===== src/rtl/mem_burst_reader.sv =====
// -----------------------------------------------------------------------------
// mem_burst_reader
//   Read-side initiator for a word-addressed memory with an
//   enable/readwrite/address/datain/dataout port. A start command launches
//   sequential reads over [start_addr, start_addr+burst_len-1]. Each word is
//   pushed, with its address, into a small FIFO. The FIFO drains through a
//   valid/ready output so a slow consumer stalls the reads, not the data.
//
// Ports
//   clk, reset       single clock, synchronous active-high reset
//   start            command strobe, only looked at in IDLE
//   start_addr       first word address (latched on the accepted start)
//   burst_len        word count (latched on the accepted start), 0 = empty burst
//   busy             high in ISSUE, DRAIN and FINISH
//   done             one-cycle pulse in FINISH
//   out_valid/out_ready/out_data/out_addr   FIFO head stream
//   mem_enable/mem_readwrite/mem_address/mem_datain/mem_dataout  memory port
//   dbg_state        current FSM state, for observation only
//
// Handshake: a word moves on out_* in every cycle where out_valid & out_ready
// are both high at the rising edge. Once out_valid is high, it and the head
// data/address stay put until that transfer happens.
// -----------------------------------------------------------------------------
module mem_burst_reader #(
   parameter int ADDR_W     = 16,
   parameter int DATA_W     = 32,
   parameter int FIFO_DEPTH = 4
) (
   input  logic              clk,
   input  logic              reset,
   input  logic              start,
   input  logic [ADDR_W-1:0] start_addr,
   input  logic [ADDR_W-1:0] burst_len,
   output logic              busy,
   output logic              done,
   output logic              out_valid,
   input  logic              out_ready,
   output logic [DATA_W-1:0] out_data,
   output logic [ADDR_W-1:0] out_addr,
   output logic              mem_enable,
   output logic              mem_readwrite,
   output logic [ADDR_W-1:0] mem_address,
   output logic [DATA_W-1:0] mem_datain,
   input  logic [DATA_W-1:0] mem_dataout,
   output logic [1:0]        dbg_state
);

   localparam int PTR_W = (FIFO_DEPTH > 1) ? $clog2(FIFO_DEPTH) : 1;
   localparam int CNT_W = PTR_W + 1;
   localparam logic [CNT_W-1:0] DEPTH_C = CNT_W'(FIFO_DEPTH);

   typedef enum logic [1:0] {
      IDLE   = 2'd0,
      ISSUE  = 2'd1,
      DRAIN  = 2'd2,
      FINISH = 2'd3
   } state_t;

   state_t state_q, state_d;

   logic [ADDR_W-1:0] cur_addr;
   logic [ADDR_W-1:0] remaining;
   logic [ADDR_W-1:0] last_addr;

   logic [DATA_W-1:0] fifo_data [FIFO_DEPTH];
   logic [ADDR_W-1:0] fifo_addr [FIFO_DEPTH];
   logic [PTR_W-1:0]  wr_ptr, rd_ptr;
   logic [CNT_W-1:0]  count, count_next;

   logic issue;
   logic pop;

   // Full check uses the registered count only: a pop in the same cycle does
   // not free a slot for a read until the next cycle.
   assign issue     = (state_q == ISSUE) && (count < DEPTH_C);
   assign out_valid = (count != '0);
   assign pop       = out_valid && out_ready;

   always_comb begin
      count_next = count;
      case ({issue, pop})
         2'b10:   count_next = count + 1'b1;
         2'b01:   count_next = count - 1'b1;
         default: count_next = count;
      endcase
   end

   // ---------------------------------------------------------------- FSM
   always_ff @(posedge clk) begin
      if (reset) state_q <= IDLE;
      else       state_q <= state_d;
   end

   always_comb begin
      state_d = state_q;
      case (state_q)
         IDLE: begin
            if (start) state_d = (burst_len == '0) ? FINISH : ISSUE;
         end
         ISSUE: begin
            if (issue && (remaining == ADDR_W'(1))) state_d = DRAIN;
         end
         // Leave DRAIN on the cycle the last word is popped so done lands
         // in the cycle right after it leaves the FIFO.
         DRAIN: begin
            if (count_next == '0) state_d = FINISH;
         end
         FINISH: state_d = IDLE;
         default: state_d = IDLE;
      endcase
   end

   // ------------------------------------------------------- datapath regs
   always_ff @(posedge clk) begin
      if (reset) begin
         cur_addr  <= '0;
         remaining <= '0;
         last_addr <= '0;
         wr_ptr    <= '0;
         rd_ptr    <= '0;
         count     <= '0;
      end else begin
         if (state_q == IDLE && start) begin
            cur_addr  <= start_addr;
            remaining <= burst_len;
         end
         if (issue) begin
            cur_addr          <= cur_addr + 1'b1;  // wraps modulo 2^ADDR_W
            remaining         <= remaining - 1'b1;
            last_addr         <= cur_addr;
            fifo_data[wr_ptr] <= mem_dataout;
            fifo_addr[wr_ptr] <= cur_addr;
            wr_ptr            <= wr_ptr + 1'b1;
         end
         if (pop) rd_ptr <= rd_ptr + 1'b1;
         count <= count_next;
      end
   end

   // ------------------------------------------------------------ outputs
   // The FIFO storage is not reset; the head is masked to zero when empty.
   assign out_data      = out_valid ? fifo_data[rd_ptr] : '0;
   assign out_addr      = out_valid ? fifo_addr[rd_ptr] : '0;

   assign mem_enable    = issue;
   assign mem_readwrite = issue;
   assign mem_address   = issue ? cur_addr : last_addr;
   assign mem_datain    = '0;

   assign busy          = (state_q != IDLE);
   assign done          = (state_q == FINISH);
   assign dbg_state     = state_q;

endmodule

===== config.mk =====
export PLATFORM = sky130hd
export DESIGN_NAME = mem_burst_reader
export DESIGN_NICKNAME = d
export VERILOG_FILES = /design/src/rtl/mem_burst_reader.sv
export SDC_FILE = /design/constraint.sdc
export NUM_CORES = 1
export LEC_CHECK = 0
export ABC_AREA = 1
export ABC_CLOCK_PERIOD_IN_PS = 3900
export CORE_MARGIN = 5
export CORE_UTILIZATION = 49
export DETAILED_ROUTE_END_ITERATION = 10
export PLACE_DENSITY = 0.77
export REMOVE_ABC_BUFFERS = 1
export SLEW_MARGIN = 20
export SYNTH_ARGS = -nofsm -noshare
export SYNTH_HDL_FRONTEND = slang
export SYNTH_SLANG_ARGS = --single-unit

===== constraint.sdc =====
create_clock -name clk -period 3.9 [get_ports clk]
set_clock_uncertainty 0.05 [all_clocks]
set_input_delay 0.78 -clock clk [delete_from_list [all_inputs] [get_ports clk]]
set_output_delay 0.78 -clock clk [all_outputs]
set_load 0.005 [all_outputs]

==> flow_summary.yaml, run 1 <==
finish:
  syn_to_final_growth_pct: 22.3
  antenna_cells: 0
  layout-drive-gt1-share_pct: 7.49
  fill_cells: 1771
  num-nets-final: 1343
critical_path:
  crit_type: "reg2out"
  critPathLaunchType: "flop"
  required_ns: 3.07
  crit_buf_inv: 2
  r2r_setup_slack_ns: 1.09
  crit_end: "out_data[16]"
  timing.rr.end: "dbg_state[1]$_SDFFE_PP0P_"
  worst-path-stages: 6
  worst_path_max_delay_cell: "dfxtp_4"
  max_stage_delay_ns: 0.73
  critPathMaxFanout: 53
  r2r_cells: 15
  setup.worst_path.end_class: "output pin"
  timing.rr.start: "dbg_state[1]$_SDFFE_PP0P_"
  crit_chain: "buf_4 > nor2_1 > nor2_1 > o21ai_0 > a21oi_1 > clkdlybuf4s50_1"
  cp.arrival_ns: 2.71
  crit_top_cell: "nor2_1"
  crit_family: "buffers and inverters"
power_and_ir_drop:
  p_clk_share_pct: 25.4
  p_sw_mw: 3.62
  combPwrFrac_pct: 37.9
  ir_drop_uv: 403
  swShare_pct: 35.3
  p_int_mw: 6.64
  powerDensity_mw_per_mm2: 753
  power_mw: 10.3
  seqPwrFrac_pct: 36.7
  p_leak_nw: 5.06
detailed_routing:
  first_pass_iters: 7
  vias: 8276
  wire_per_inst_um: 16.4
  wl_met2_um: 12300
  wl_met1_um: 11200
  drc: 0
  dr_wl_met3_um: 1650
  ant_nets: 0
  drt-total-wl_um: 25700
  highest_layer: "met4"
  drt_iter0_drc: 681
  viasPerCell: 5.28
yosys:
  ys_seq_area_share_pct: 62.3
  yosys.area.top_type_share_pct: 51.7
  synthCells: 1132
  synth_ff_type: "edfxtp_1"
  synth_edf_count: 192
  yosys.area.top_type: "edfxtp_1"
  syn_avg_cell_area_um2: 9.84
  netlist_top_cells_area: "edfxtp_1, dfxtp_1, nor2_1, o21ai_0, a21oi_1"
  synth_area_mm2: 0.0111
  synth-seq-cells: 251
  synth.distinct_cells: 42
  yosys_warnings: 0
  synthArstFlopShare_pct: 0
global_route:
  grt_pass1_vias: 7936
  grt_max_degree: 67
  antenna_found_initial: 0
  grt_pass1_wl_um: 41000
  grt_usage_pct: 19.3
  grt_overflow: 0
clocking:
  cts_root_buf: "clkbuf_16"
  numCtsBuffers: 27
  htreeDepth: 1
  cts_tree: "done"
  cts_sinks: 251
  cts_hold_buffers: 0
  clkSlewWorstSetupHoldPaths_ns: 0.06
  cts_max_path_buffers: 3
  postCtsSetupRepairBufs: 0
  cts_resized: 0
  insertion_delay_ns: 0.51
timing:
  fmax_ghz: 0.282
  slew_headroom_pct: 58.8
  setup_viol: 0
  fin_crit_ns: 3.54
  slew_viol_final: 0
  tightest_slew_ns: 0.619
  tns_ns: 0
  final_hold_viol_count: 0
  finalCritPeriodShare_pct: 90.8
  rsz0062_at_grt: "no"
floorplanning:
  start_util_pct: 49.5
  num_rows: 55
  die_h_um: 161
  pin_count: 171
  fp.dieW_um: 161
  fp.coreArea_mm2: 0.0225
  die_area_mm2: 0.0259
outcome:
  outcome: "finished, final reports clean"
worst_hold_path:
  min_path_type: "reg2reg"
placed_design:
  routabilityCongestion: 0.852
  io_buffer_count: 138
  dp.final_hpwl_um: 16300
run:
  drv_cap: 0
==> tightest hold or removal path: stages, from the launching register on <==
cell	delay [ns]
dfxtp_1	0.29
inv_1	0.05
a21oi_1	0.07
==> layout by cell type, fill, tap and decap left out, types with 3 or more instances in the layout <==
cell and count:
nand2_1 105, clkdlybuf4s50_1 138, nor2_1 263, clkbuf_8 7
xor2_1 3, ha_1 13, a21oi_1 89, a31oi_1 5
edfxtp_1 192, buf_4 16, and2_1 3, nor2_2 7
clkbuf_1 5, clkbuf_2 3, clkbuf_16 29, a211oi_1 9
conb_1 32, nand4_1 9, o21ai_1 11, inv_2 8
o21ai_0 126, nor2_4 5, buf_12 3, nand3b_1 3
nor3_1 3, nand3_1 38, inv_1 72, dfxtp_1 57
==> metal layers <==
layer | vias to the layer above | track usage (%)
li1 | 4042 | -
met1 | 3910 | 26.8
met5 | - | 0
met3 | 40 | 2.82
met2 | 284 | 32.2
met4 | 0 | 4.77
==> cells in the mapped netlist, types with 11 or more instances <==
master and n:
a21oi_1 89, buf_2 23, buf_4 35, clkbuf_1 22, dfxtp_1 59, edfxtp_1 192
ha_1 13, inv_1 73, nand2_1 105, nand3_1 38, nor2_1 267, o21ai_0 126
o21ai_1 11
==> worst min path at each step <==
stage,start,to,slack [ns],cells past startpoint
after floorplan,last_addr[3]$_SDFF_PP0_,last_addr[3]$_SDFF_PP0_,0.39,2
after global placement,last_addr[3]$_SDFF_PP0_,last_addr[3]$_SDFF_PP0_,0.40,2
after detailed placement,rd_ptr[1]$_SDFFE_PP0P_,flop,0.41,2
after CTS,rd_ptr[1]$_SDFFE_PP0P_,flop,0.42,2
after global routing,last_addr[14]$_SDFF_PP0_,last_addr[14]$_SDFF_PP0_,0.45,2
final,rd_ptr[1]$_SDFFE_PP0P_,flop,0.42,2
==> cell type report <==
cell class	instances	area, um^2	share of cell area, %
clock buffer	44	856	6.28
clock inverter	5	78.8	0.579
inverter	81	307	2.25
multi-input combinational	743	3510	25.8
sequential	251	6950	51.0
tap	285	357	2.62
timing repair buffer	157	1560	11.5
==> per-stage QoR <==
stage	hold slack (ns)	cells	cell area [um^2]	setup slack (ns)	utilization, %
global route	0.446	1566	13600	0.154	60.5
global placement	0.399	1517	12700	0.840	56.4
floorplan	0.387	1075	10700	-0.149	-
finish	0.417	1566	13600	0.359	60.5
detailed placement	0.409	1517	12700	0.721	56.4
CTS	0.421	1566	13600	0.336	60.5
==> power by group through the flow <==
stage / logic, mW / clock network (mW) / registers [mW]
finish: 3.89 / 2.60 / 3.77
global route: 4.35 / 2.77 / 3.82
CTS: 3.92 / 2.64 / 3.76
detailed placement: 3.89 / 0 / 3.81
global placement: 3.82 / 0 / 3.79
floorplan: 2.13 / 0 / 3.73
==> flip-flops by register name, summed over array words and instances, names as in the netlist, named ones only <==
register and cells:
remaining 16, cur_addr 16, rd_ptr 2, last_addr 16, fifo_data 128, fifo_addr 64, count 3, wr_ptr 2
dbg_state 2
==> logic make-up (layout without fill, tap and decap cells) <==
kind of cell,count (synthesis),count (layout),synth area share [%]
simple gates,444,444,16.5
flops,251,251,62.3
buf+inv,169,287,7.49
fa+ha+maj,14,14,1.64
xor+xnor,3,3,0.236
other cells,1,32,0.0337
compound gates,250,250,11.8
Power figures use the tool's default switching activity.
==> run 2, diff against run 1 <==
--- a/config.mk
+++ b/config.mk
@@ -9,3 +9,3 @@
 export ABC_CLOCK_PERIOD_IN_PS = 3900
-export CORE_MARGIN = 5
+export CORE_MARGIN = 4
 export CORE_UTILIZATION = 49
==> constraint.sdc (replaced) <==
create_clock -name clk -period 3.9 [get_ports clk]
set_clock_uncertainty 0.05 [all_clocks]
set_input_delay 0.585 -clock clk [delete_from_list [all_inputs] [get_ports clk]]
set_output_delay 0.585 -clock clk [all_outputs]
set_load 0.005 [all_outputs]
==> flow_summary.yaml, run 2 (synthesis results as in run 1) <==
finish:
  regMostFlops: "fifo_data"
  syn_to_final_growth_pct: 20.2
  layout-drive-gt1-share_pct: 5.84
  fill_cells: 1787
  largest_reg_flops: 128
  mostFrequentLayoutCells: "nor2_1, edfxtp_1, clkdlybuf4s50_1"
  biggestRegsByFlops: "fifo_data (128), fifo_addr (64)"
  stdcell_area_mm2: 0.0134
  antenna_cells: 0
  num-nets-final: 1334
  final_common_cell: "nor2_1"
detailed_routing:
  ant_nets: 0
  drc: 0
  drt_iter0_drc: 723
  viasPerCell: 5.30
  wire_per_inst_um: 16.6
  vias: 8202
  first_pass_iters: 5
  drt-total-wl_um: 25700
timing:
  worst_slack_ns: 0.355
  rsz0062_at_grt: "no"
  slew_viol_final: 0
  fmax_ghz: 0.282
  tns_ns: 0
  tightest_slew_ns: 0.976
  whs_ns: 0.407
  fin_crit_ns: 3.55
  slew_headroom_pct: 35.0
  finalCritPeriodShare_pct: 90.9
  final_hold_viol_count: 0
  setup_viol: 0
critical_path:
  cp.arrival_ns: 2.91
  setup.worst_path.end_class: "output pin"
  max_stage_delay_ns: 0.46
  critPathLaunchType: "flop"
  worst_path_max_delay_cell: "clkdlybuf4s50_1"
  crit_top_cell: "inv_1"
  crit_buf_inv: 4
  crit_family: "buffers and inverters"
  required_ns: 3.26
  crit_type: "reg2out"
  critPathMaxFanout: 42
  crit_chain: "inv_1 > ha_1 > nand2_4 > inv_4 > or2_2 > o21ai_0 > inv_1 > clkdlybuf4s50_1"
power_and_ir_drop:
  p_leak_nw: 4.92
  swShare_pct: 36.3
  combPwrFrac_pct: 39.2
  p_clk_share_pct: 22.7
  p_sw_mw: 3.58
  seqPwrFrac_pct: 38.1
  ir_drop_uv: 473
  p_int_mw: 6.29
  powerDensity_mw_per_mm2: 737
global_route:
  grt_overflow: 0
  antenna_found_initial: 0
  grt_pass1_wl_um: 41300
  grt_usage_pct: 19.6
  grt_pass1_vias: 8000
  grt_max_degree: 53
floorplanning:
  num_rows: 54
  fp.coreArea_mm2: 0.0221
  die_area_mm2: 0.0252
  start_util_pct: 50.4
  fp.dieW_um: 159
  pin_count: 171
  die_h_um: 159
clocking:
  htreeDepth: 1
  cts_root_buf: "clkbuf_16"
  cts_max_path_buffers: 3
  numCtsBuffers: 25
  insertion_delay_ns: 0.51
  cts_hold_buffers: 0
  cts_resized: 0
  postCtsSetupRepairBufs: 0
  clkSlewWorstSetupHoldPaths_ns: 0.06
  cts_sinks: 251
  cts_tree: "done"
placed_design:
  dpl-instance-area_mm2: 0.0126
  detailedPlace.worstSlack_ns: 0.901
  routabilityCongestion: 0.854
  dp.final_hpwl_um: 15800
  io_buffer_count: 138
run:
  drv_cap: 0
outcome:
  outcome: "finished, final reports clean"
worst_hold_path:
  min_path_type: "reg2reg"
==> run 2: changes by cell type in the layout (fill, tap and decap cells not counted), moves of 3 or more <==
cell / change
clkbuf_1: +5
buf_4: -8
clkbuf_16: -4
clkbuf_8: -7
clkbuf_2: -3
clkinv_1: +4
==> run 2: area by class of cell <==
| type | count | area, um^2 | area share, % |
|---|---|---|---|
| sequential | 251 | 6950 | 51.9 |
| multi-input combinational | 743 | 3510 | 26.2 |
| timing repair buffer | 150 | 1520 | 11.4 |
| clock buffer | 35 | 663 | 4.95 |
| tap | 280 | 350 | 2.62 |
| inverter | 81 | 307 | 2.29 |
| clock inverter | 8 | 88.8 | 0.663 |
==> run 2: worst register-to-register path: stages (launching register included) <==
cell,delay [ns]
dfxtp_1,0.35
inv_1,0.11
ha_1,0.24
nand2_4,0.28
inv_4,0.46
nand2_1,0.39
nor2_4,0.16
buf_4,0.58
==> run 2: final timing paths <==
kind / start / end / slack [ns] / cells after the start
setup / recovery: dbg_state[1]$_SDFFE_PP0P_ / mem_address[1] / 0.35 / 8
setup reg to reg: dbg_state[1]$_SDFFE_PP0P_ / fifo_data[2][11]$_DFFE_PP_ / 0.90 / 7
hold / removal: rd_ptr[1]$_SDFFE_PP0P_ / flop / 0.41 / 2
hold reg to reg: rd_ptr[1]$_SDFFE_PP0P_ / flop / 0.41 / 2
==> run 2: metal layers <==
layer / track usage, % / part of all wire, %
met1: 26.5 / 43
met2: 33.2 / 47
met3: 3.68 / 7.3
met4: 4.46 / 1.8
met5: 0 / 0
==> run 2: power by group through the flow <==
stage | Sequential [mW] | Combinational, mW | Clock (mW)
6_report | 3.76 | 3.87 | 2.24
5_1_grt | 3.82 | 4.31 | 2.39
4_1_cts | 3.76 | 3.89 | 2.28
3_5_place_dp | 3.81 | 3.84 | 0
3_3_place_gp | 3.78 | 3.78 | 0
2_1_floorplan | 3.73 | 2.13 | 0
==> run 2: stage by stage <==
step | util [%] | power [mW] | instances
finish | 60.6 | 9.87 | 1548
global route | 60.6 | 10.5 | 1548
CTS | 60.6 | 9.93 | 1548
detailed placement | 57.2 | 7.65 | 1505
global placement | 57.2 | 7.56 | 1505
floorplan | - | 5.86 | 1075
==> run 3, diff against run 2 <==
Settings changed: CAP_MARGIN from default to 20.
==> results of run 3 <==
Final layout, timing and power as in run 2 (identical DEF).
